<file path="src/rtl/matrix_operand_loader_pkg.sv">
// Shared definitions for the matrix-multiply operand path.
// Holds the matrix geometry, the loader FSM state encoding and the
// row-major to column-major address transpose used by the loader and by
// the result-readback stage.
package matrix_operand_loader_pkg;

    localparam int unsigned N      = 8;   // matrix dimension
    localparam int unsigned DATA_W = 8;   // signed operand width
    localparam int unsigned ADDR_W = 6;   // operand RAM address width
    localparam int unsigned C_W    = 19;  // result element width

    typedef enum logic [2:0] {
        ST_IDLE   = 3'd0,
        ST_CLEAR  = 3'd1,
        ST_LOAD_A = 3'd2,
        ST_LOAD_B = 3'd3,
        ST_FLUSH  = 3'd4,
        ST_START  = 3'd5,
        ST_WAIT   = 3'd6
    } state_t;

    // Row-major index r*8+c -> column-major address c*8+r.
    function automatic logic [ADDR_W-1:0] transpose_addr(input logic [ADDR_W-1:0] idx);
        return {idx[2:0], idx[5:3]};
    endfunction

endpackage

</file>
<file path="src/rtl/matrix_operand_loader_write_port.sv">
// operand_write_port: registered RAM write stage for one operand matrix.
// Ports:
//   clk, reset    - clock, synchronous active-high reset
//   wr_en         - element accepted for this matrix this cycle
//   idx           - row-major element index of the accepted element
//   data          - accepted element
//   mwr/addr/mdi  - RAM strobe, transposed address and data, one cycle later
// Address and data hold their last values while no write is issued.
module operand_write_port
    import matrix_operand_loader_pkg::*;
#(
    parameter int unsigned DATA_W = matrix_operand_loader_pkg::DATA_W,
    parameter int unsigned ADDR_W = matrix_operand_loader_pkg::ADDR_W
) (
    input  logic              clk,
    input  logic              reset,
    input  logic              wr_en,
    input  logic [ADDR_W-1:0] idx,
    input  logic [DATA_W-1:0] data,
    output logic              mwr,
    output logic [ADDR_W-1:0] addr,
    output logic [DATA_W-1:0] mdi
);

    always_ff @(posedge clk) begin
        if (reset) begin
            mwr  <= 1'b0;
            addr <= '0;
            mdi  <= '0;
        end else begin
            mwr <= wr_en;
            if (wr_en) begin
                addr <= transpose_addr(idx);
                mdi  <= data;
            end
        end
    end

endmodule

</file>
<file path="src/rtl/matrix_operand_loader.sv">
// matrix_operand_loader: streams A then B (row-major, 64 bytes each) into
// the column-major operand RAMs, then clears, starts and waits for the
// multiply engine.
// Ports:
//   clk, reset              - clock, synchronous active-high reset
//   load_req                - begin a new load (honoured in IDLE only)
//   in_valid/in_data/in_ready - element stream handshake
//   a_mwr/a_addr/a_mdi      - A operand RAM write port
//   b_mwr/b_addr/b_mdi      - B operand RAM write port
//   mult_reset, mult_start  - one-cycle engine control pulses
//   mult_done               - engine done level
//   busy                    - load/multiply in progress
//   elem_count              - elements accepted in the current matrix
//   load_complete           - one-cycle pulse when the engine finishes
module matrix_operand_loader
    import matrix_operand_loader_pkg::*;
#(
    parameter int unsigned N      = matrix_operand_loader_pkg::N,
    parameter int unsigned DATA_W = matrix_operand_loader_pkg::DATA_W,
    parameter int unsigned ADDR_W = matrix_operand_loader_pkg::ADDR_W
) (
    input  logic              clk,
    input  logic              reset,
    input  logic              load_req,
    input  logic              in_valid,
    input  logic [DATA_W-1:0] in_data,
    output logic              in_ready,
    output logic              a_mwr,
    output logic [ADDR_W-1:0] a_addr,
    output logic [DATA_W-1:0] a_mdi,
    output logic              b_mwr,
    output logic [ADDR_W-1:0] b_addr,
    output logic [DATA_W-1:0] b_mdi,
    output logic              mult_reset,
    output logic              mult_start,
    input  logic              mult_done,
    output logic              busy,
    output logic [ADDR_W-1:0] elem_count,
    output logic              load_complete
);

    state_t state, state_nxt;
    logic   accept;
    logic   last_elem;

    assign accept    = in_valid & in_ready;
    assign last_elem = (elem_count == ADDR_W'(N * N - 1));

    always_ff @(posedge clk) begin
        if (reset) begin
            state <= ST_IDLE;
        end else begin
            state <= state_nxt;
        end
    end

    always_comb begin
        state_nxt     = state;
        in_ready      = 1'b0;
        mult_reset    = 1'b0;
        mult_start    = 1'b0;
        load_complete = 1'b0;
        case (state)
            ST_IDLE: begin
                if (load_req) state_nxt = ST_CLEAR;
            end
            ST_CLEAR: begin
                mult_reset = 1'b1;
                state_nxt  = ST_LOAD_A;
            end
            ST_LOAD_A: begin
                in_ready = 1'b1;
                if (in_valid && last_elem) state_nxt = ST_LOAD_B;
            end
            ST_LOAD_B: begin
                in_ready = 1'b1;
                if (in_valid && last_elem) state_nxt = ST_FLUSH;
            end
            // Last B strobe is on the RAM port during this cycle.
            ST_FLUSH: begin
                state_nxt = ST_START;
            end
            ST_START: begin
                mult_start = 1'b1;
                state_nxt  = ST_WAIT;
            end
            ST_WAIT: begin
                if (mult_done) begin
                    load_complete = 1'b1;
                    state_nxt     = ST_IDLE;
                end
            end
            default: state_nxt = ST_IDLE;
        endcase
    end

    // elem_count wraps 63 -> 0 at the A/B boundary without extra logic.
    always_ff @(posedge clk) begin
        if (reset) begin
            busy       <= 1'b0;
            elem_count <= '0;
        end else begin
            if (state == ST_IDLE && load_req) busy <= 1'b1;
            if (state == ST_WAIT && mult_done) busy <= 1'b0;
            if (state == ST_CLEAR) begin
                elem_count <= '0;
            end else if (accept) begin
                elem_count <= elem_count + ADDR_W'(1);
            end
        end
    end

    operand_write_port #(.DATA_W(DATA_W), .ADDR_W(ADDR_W)) u_port_a (
        .clk   (clk),
        .reset (reset),
        .wr_en (accept && (state == ST_LOAD_A)),
        .idx   (elem_count),
        .data  (in_data),
        .mwr   (a_mwr),
        .addr  (a_addr),
        .mdi   (a_mdi)
    );

    operand_write_port #(.DATA_W(DATA_W), .ADDR_W(ADDR_W)) u_port_b (
        .clk   (clk),
        .reset (reset),
        .wr_en (accept && (state == ST_LOAD_B)),
        .idx   (elem_count),
        .data  (in_data),
        .mwr   (b_mwr),
        .addr  (b_addr),
        .mdi   (b_mdi)
    );

endmodule

</file>
<file path="config.mk">
export PLATFORM = sky130hd
export DESIGN_NAME = matrix_operand_loader
export DESIGN_NICKNAME = d
export VERILOG_FILES = /design/src/rtl/matrix_operand_loader_pkg.sv /design/src/rtl/matrix_operand_loader_write_port.sv /design/src/rtl/matrix_operand_loader.sv
export SDC_FILE = /design/constraint.sdc
export NUM_CORES = 1
export LEC_CHECK = 0
export CAP_MARGIN = 10
export CORE_ASPECT_RATIO = 1.25
export CORE_MARGIN = 2
export CORE_UTILIZATION = 45
export DETAILED_ROUTE_END_ITERATION = 8
export GPL_TIMING_DRIVEN = 0
export HOLD_SLACK_MARGIN = 0.08
export PLACE_DENSITY = 0.79
export SETUP_SLACK_MARGIN = 0.3
export SLEW_MARGIN = 20
export SYNTH_ARGS = -nofsm -noshare
export SYNTH_HDL_FRONTEND = slang
export SYNTH_SLANG_ARGS = --single-unit
</file>
<file path="constraint.sdc">
create_clock -name clk -period 1.4 [get_ports clk]
set_input_delay 0.28 -clock clk [delete_from_list [all_inputs] [get_ports clk]]
set_output_delay 0.28 -clock clk [all_outputs]
set_load 0.05 [all_outputs]
</file>
==> impl_results.rst, run 1 <==
.. list-table::
   :header-rows: 1

   * - Metric
     - Value
   * - Outcome
     - stopped before the end
   * - Stage where the run ended
     - 5_1_grt
   * - Error msg
     - [ERROR DPL-0038] Utilization greater than 100%, impossible to legalize
   * - Share of Yosys cell area claimed by the top area cell type
     - 0.499
   * - Total of warnings raised by yosys
     - 0
   * - Post-synthesis cell count
     - 194
   * - Number of I/O pins
     - 54
   * - Max Root-Sink Buffers
     - 2
   * - Number of flip-flops and latches in the synthesized netlist
     - 40
   * - Cell taking the most area after synthesis
     - dfxtp_1
   * - Endpoint pin with the least setup slack after global-route repair
     - mult_reset
   * - Fraction of the yosys area taken by sequential cells
     - 0.499
   * - Count of different cell masters after synthesis
     - 36
   * - TritonCTS Buffers
     - 5
   * - Die Height
     - 70.8 microns
   * - Number of hold-repair buffers added at the cts stage
     - 0
   * - Synth Cell Area
     - 0.00160 sq mm
   * - Buffers on Ports
     - 52
   * - Largest cells by area after synthesis
     - dfxtp_1, nand2_1, a21oi_1
   * - Kind of the worst endpoint
     - output port
   * - Final GP Congestion
     - 0.826
   * - Effective utilization at floorplan
     - 0.464
   * - # clock sinks
     - 40
   * - Syn Area/Cell
     - 8.27 sq um
   * - Pin count of the biggest net entering global routing
     - 13
   * - Count of H-tree levels built during CTS
     - 2
   * - Die width
     - 57.4 microns
   * - Number of placement rows
     - 24
   * - Post-DP HPWL
     - 2.82 mm
   * - Clock Tree Root
     - clkbuf_8
   * - Syn nets
     - 208
==> synthesized netlist by cell type <==
cell	instances
a21oi_1	33
a21oi_2	1
a311o_1	1
a31oi_1	1
a41oi_1	1
and3_1	1
and3b_1	1
and4_1	1
and4b_1	2
and4bb_2	1
buf_2	5
clkbuf_1	8
dfxtp_1	40
ha_1	1
inv_1	3
mux2i_1	1
nand2_1	59
nand2b_1	1
nand3_1	2
nand3b_4	1
nand4_1	1
nand4b_1	2
nand4bb_1	2
nor2_1	8
nor3_1	2
nor4_1	1
nor4bb_1	1
o21ai_0	3
o21ba_2	1
o31a_1	1
o31ai_1	1
or2b_1	1
or3_1	2
or3b_1	1
or4_4	1
xor2_1	2
==> logic make-up after synthesis <==
family          after synthesis  share of synthesized area
simple gates                 91                      0.285
compound gates               43                      0.150
flops                        40                      0.499
buf+inv                      16                     0.0413
xor+xnor                      2                     0.0109
mux                           1                    0.00624
fa+ha+maj                     1                    0.00780
==> through the flow <==
step / setup WS (ps) / instance area (sq um) / util / setup TNS (ps) / cells
3_3_place_gp: -699 / 2260 / 0.655 / -13620 / 285
4_1_cts: -267 / 2960 / 0.858 / -2810 / 324
3_5_place_dp: -682 / 2260 / 0.655 / -14600 / 285
2_1_floorplan: 53.3 / 1690 / - / 0 / 194
==> timing repair <==
action	in CTS
buffers inserted	28
pin swaps	25
resized for setup	375
endpoints found under the setup margin	81
cloned	3
==> inputs of run 2 (changes only) <==
Settings changed: CORE_ASPECT_RATIO 1.25 to default, CORE_UTILIZATION 45 to 40, HOLD_SLACK_MARGIN 0.08 to default, PLACE_DENSITY 0.79 to default, PLACE_DENSITY_LB_ADDON from default to 0.15, SETUP_SLACK_MARGIN 0.3 to default.
==> run 2 against run 1 <==
The flow now finishes, with violations (setup timing). Synthesized area unchanged. Synthesized cell count did not move.
==> impl_results.rst, run 2 <==
.. list-table::
   :header-rows: 1

   * - Metric
     - Value
   * - Critical Setup Path Class
     - reg -> out
   * - Die width
     - 67.3 microns
   * - Number of enable-type register cells in the synthesized netlist
     - 0
   * - Max Root-Sink Buffers
     - 2
   * - Leading registers by flop count
     - u_port_a.mdi: 8 flops, u_port_b.mdi: 8 flops
   * - Pwr Density
     - 1030 mW/mm^2
   * - Worst-case setup margin in the final layout
     - -270 ps
   * - Setup total negative slack
     - -732 ps
   * - Endpoints failing hold
     - 0
   * - Dominant cell by count in the synthesized netlist
     - nand2_1
   * - Clock Pin Slew Worst Setup and Hold Paths
     - 70 ps
   * - Antenna violations before repair
     - 0
   * - Number of antenna diodes
     - 0
   * - CTS tree
     - yes
   * - Unrepaired setup endpoints after global routing
     - yes
   * - Share of Yosys cell area claimed by the top area cell type
     - 0.499
   * - Max-cap check violation count
     - 0
   * - Die footprint
     - 0.00453 sq mm
   * - Remaining antenna violation count after routing
     - 0
   * - HP Class
     - in -> reg
   * - Pins over their slew limit
     - 0
   * - Most frequent standard cell in the layout excluding fill and tap cells
     - nand2_1
   * - Post-detailed-route wirelength per cell
     - 13.3 microns
   * - Critical-path cell list
     - buf_6 -> or3b_4 -> clkinvlp_4 -> buf_8
   * - Highest clock rate
     - 599 MHz
   * - Final routed wirelength across all metal layers
     - 4.14 mm
   * - Number of hold-repair buffers added at the cts stage
     - 0
   * - Number of I/O pins
     - 54
   * - Slowest-stage cell, CP
     - or3b_4
   * - Fin nets
     - 274
   * - Static Leak
     - 0.000925 uW
   * - Count of different cell masters after synthesis
     - 36
   * - Worst endpoint data arrival time
     - 1390 ps
   * - Peak supply drop
     - 0.674 mV
   * - Drc violations
     - 0
   * - Total congestion overflow
     - 0
   * - Post-synthesis cell count
     - 194
   * - Post-DP HPWL
     - 2.78 mm
   * - Number of global-route vias before repair
     - 1,441
   * - Final-layout fill cell count
     - 355
   * - Number of DRC violations after detailed-routing iteration 0
     - 50
   * - Fraction of the yosys area taken by sequential cells
     - 0.499
   * - Count of H-tree levels built during CTS
     - 2
   * - Count of endpoints failing setup in the final report
     - 4
   * - Vias per std cell
     - 5.13
   * - Wire length of the first global-routing pass
     - 6.52 mm
   * - Post-synth top flop
     - dfxtp_1
   * - Largest cells by area after synthesis
     - dfxtp_1, nand2_1, a21oi_1
   * - Global-route usage over all layers
     - 0.193
   * - Outcome
     - complete, but fails checks
   * - Crit path max-delay family
     - simple AND/OR/NAND/NOR gates
   * - Cell taking the most area after synthesis
     - dfxtp_1
   * - Clock Tree Root
     - clkbuf_8
   * - Total chip power
     - 2550 uW
   * - Number of placement rows
     - 23
   * - Clk_lat worst skew
     - 290 ps
   * - Die Height
     - 67.3 microns
   * - Worst rel slew slack
     - 0.655
   * - Leading cell types by count after synthesis
     - nand2_1, dfxtp_1, a21oi_1
   * - Final GP Congestion
     - 0.844
   * - Worst path required time
     - 1120 ps
   * - Number of vias after detailed routing
     - 1,596
   * - Transition at the pin with the smallest max-transition slack
     - 518 ps
   * - Post-route clock skew
     - 1.95 ps
   * - Core box area
     - 0.00394 sq mm
   * - Share of cells above drive strength 1
     - 0.330
   * - Syn Area/Cell
     - 8.27 sq um
   * - Effective utilization at floorplan
     - 0.407
   * - Pin count of the biggest net entering global routing
     - 13
   * - CP Max Fanout
     - 5
   * - Number of flip-flops and latches in the synthesized netlist
     - 40
   * - Area added between synthesis and finish
     - 55.2%
   * - Share of synthesized flip-flops with an asynchronous set or reset
     - 0
   * - TritonCTS Buffers
     - 5
   * - Number of optimization iterations in the first detailed-route pass
     - 4
   * - Buffers on Ports
     - 52
   * - Min Clock Period, post-route
     - 1670 ps
   * - Combined buffer and inverter count along the critical path
     - 3
   * - # clock sinks
     - 40
   * - Total of warnings raised by yosys
     - 0
   * - Violations in the final reports
     - setup timing
   * - Final Cycle Share
     - 1.19
   * - Commonest cells after routing, fill and taps aside
     - nand2_1, a21oi_1, dfxtp_1, clkdlybuf4s15_2, clkdlybuf4s50_1
   * - Capturing element type of the critical path
     - output port
   * - Synth Cell Area
     - 0.00160 sq mm
   * - Maximum single-stage delay on the critical path
     - 410 ps
   * - Syn nets
     - 208
   * - Startpoint type of the worst setup path
     - flip-flop
[run 2: cell counts after synthesis]
Identical to the previous run, type by type.
[run 2: power by group]
group	switching (uW)	total [uW]	internal (uW)
Combinational	214	356	142
Clock	389	1020	629
Sequential	19.5	1180	1160
[run 2: through the flow]
step	instance area, sq um	utilization	std cells	hold WS (ps)	setup WS (ps)
after floorplan	1620	-	194	416	-47.6
after global placement	2200	0.559	296	443	-733
after detailed placement	2200	0.559	296	445	-737
after CTS	2490	0.631	310	393	-272
after global routing	2490	0.632	311	423	-295
final	2490	0.632	311	402	-270
[run 2: routing by layer]
layer	share of wire	wire length [microns]	global-route usage
met3	0.062	258	0.0517
met2	0.47	1960	0.333
met4	0.012	49	0.0638
met5	0	0	0
met1	0.45	1870	0.233
[run 2: cell families (layout without fill, tap and decap cells)]
logic type / after synthesis / in the layout / synth area share
AOI/OAI and AO/OA: 43 / 43 / 0.150
xor gates and xnor gates: 2 / 2 / 0.0109
adders and majority gates: 1 / 1 / 0.00780
buffers and inverters: 16 / 83 / 0.0413
DFF: 40 / 40 / 0.499
muxes: 1 / 1 / 0.00624
and+or+nand+nor: 91 / 91 / 0.285
[run 2: final cells by class]
class | count | area (sq um) | share of cell area
inverter | 3 | 15.0 | 0.00603
multi-input combinational | 138 | 777 | 0.312
buffer | 11 | 77.6 | 0.0312
clock inverter | 1 | 30.0 | 0.0121
timing repair buffer | 61 | 614 | 0.247
tap | 50 | 62.6 | 0.0251
clock buffer | 7 | 96.3 | 0.0387
sequential | 40 | 817 | 0.328
[run 2: path summary, 6_finish.rpt]
check	slack, ps	depth (start not counted)	start	to
setup / recovery	-270	4	state[1]	mult_reset
hold / removal	400	2	reset	u_port_b.addr[0]
setup reg to reg	10	5	state[2]	elem_count[4]
hold reg to reg	450	2	u_port_a.mdi[3]	u_port_a.mdi[3]
[run 2: timing repair]
action | in CTS | in global routing
setup buffers | 6 | 3
endpoints found under the setup margin | 71 | 28
pin swaps | 3 | 3
gates resized for setup | 155 | 19
[run 2: worst register-to-register path, cell delays in order, from the launching register on]
cell,delay (ps)
dfxtp_4,350
buf_4,140
nand3b_4,170
buf_4,160
or3_1,350
a21oi_1,140
Note: power is estimated with default switching activity, not from simulation.
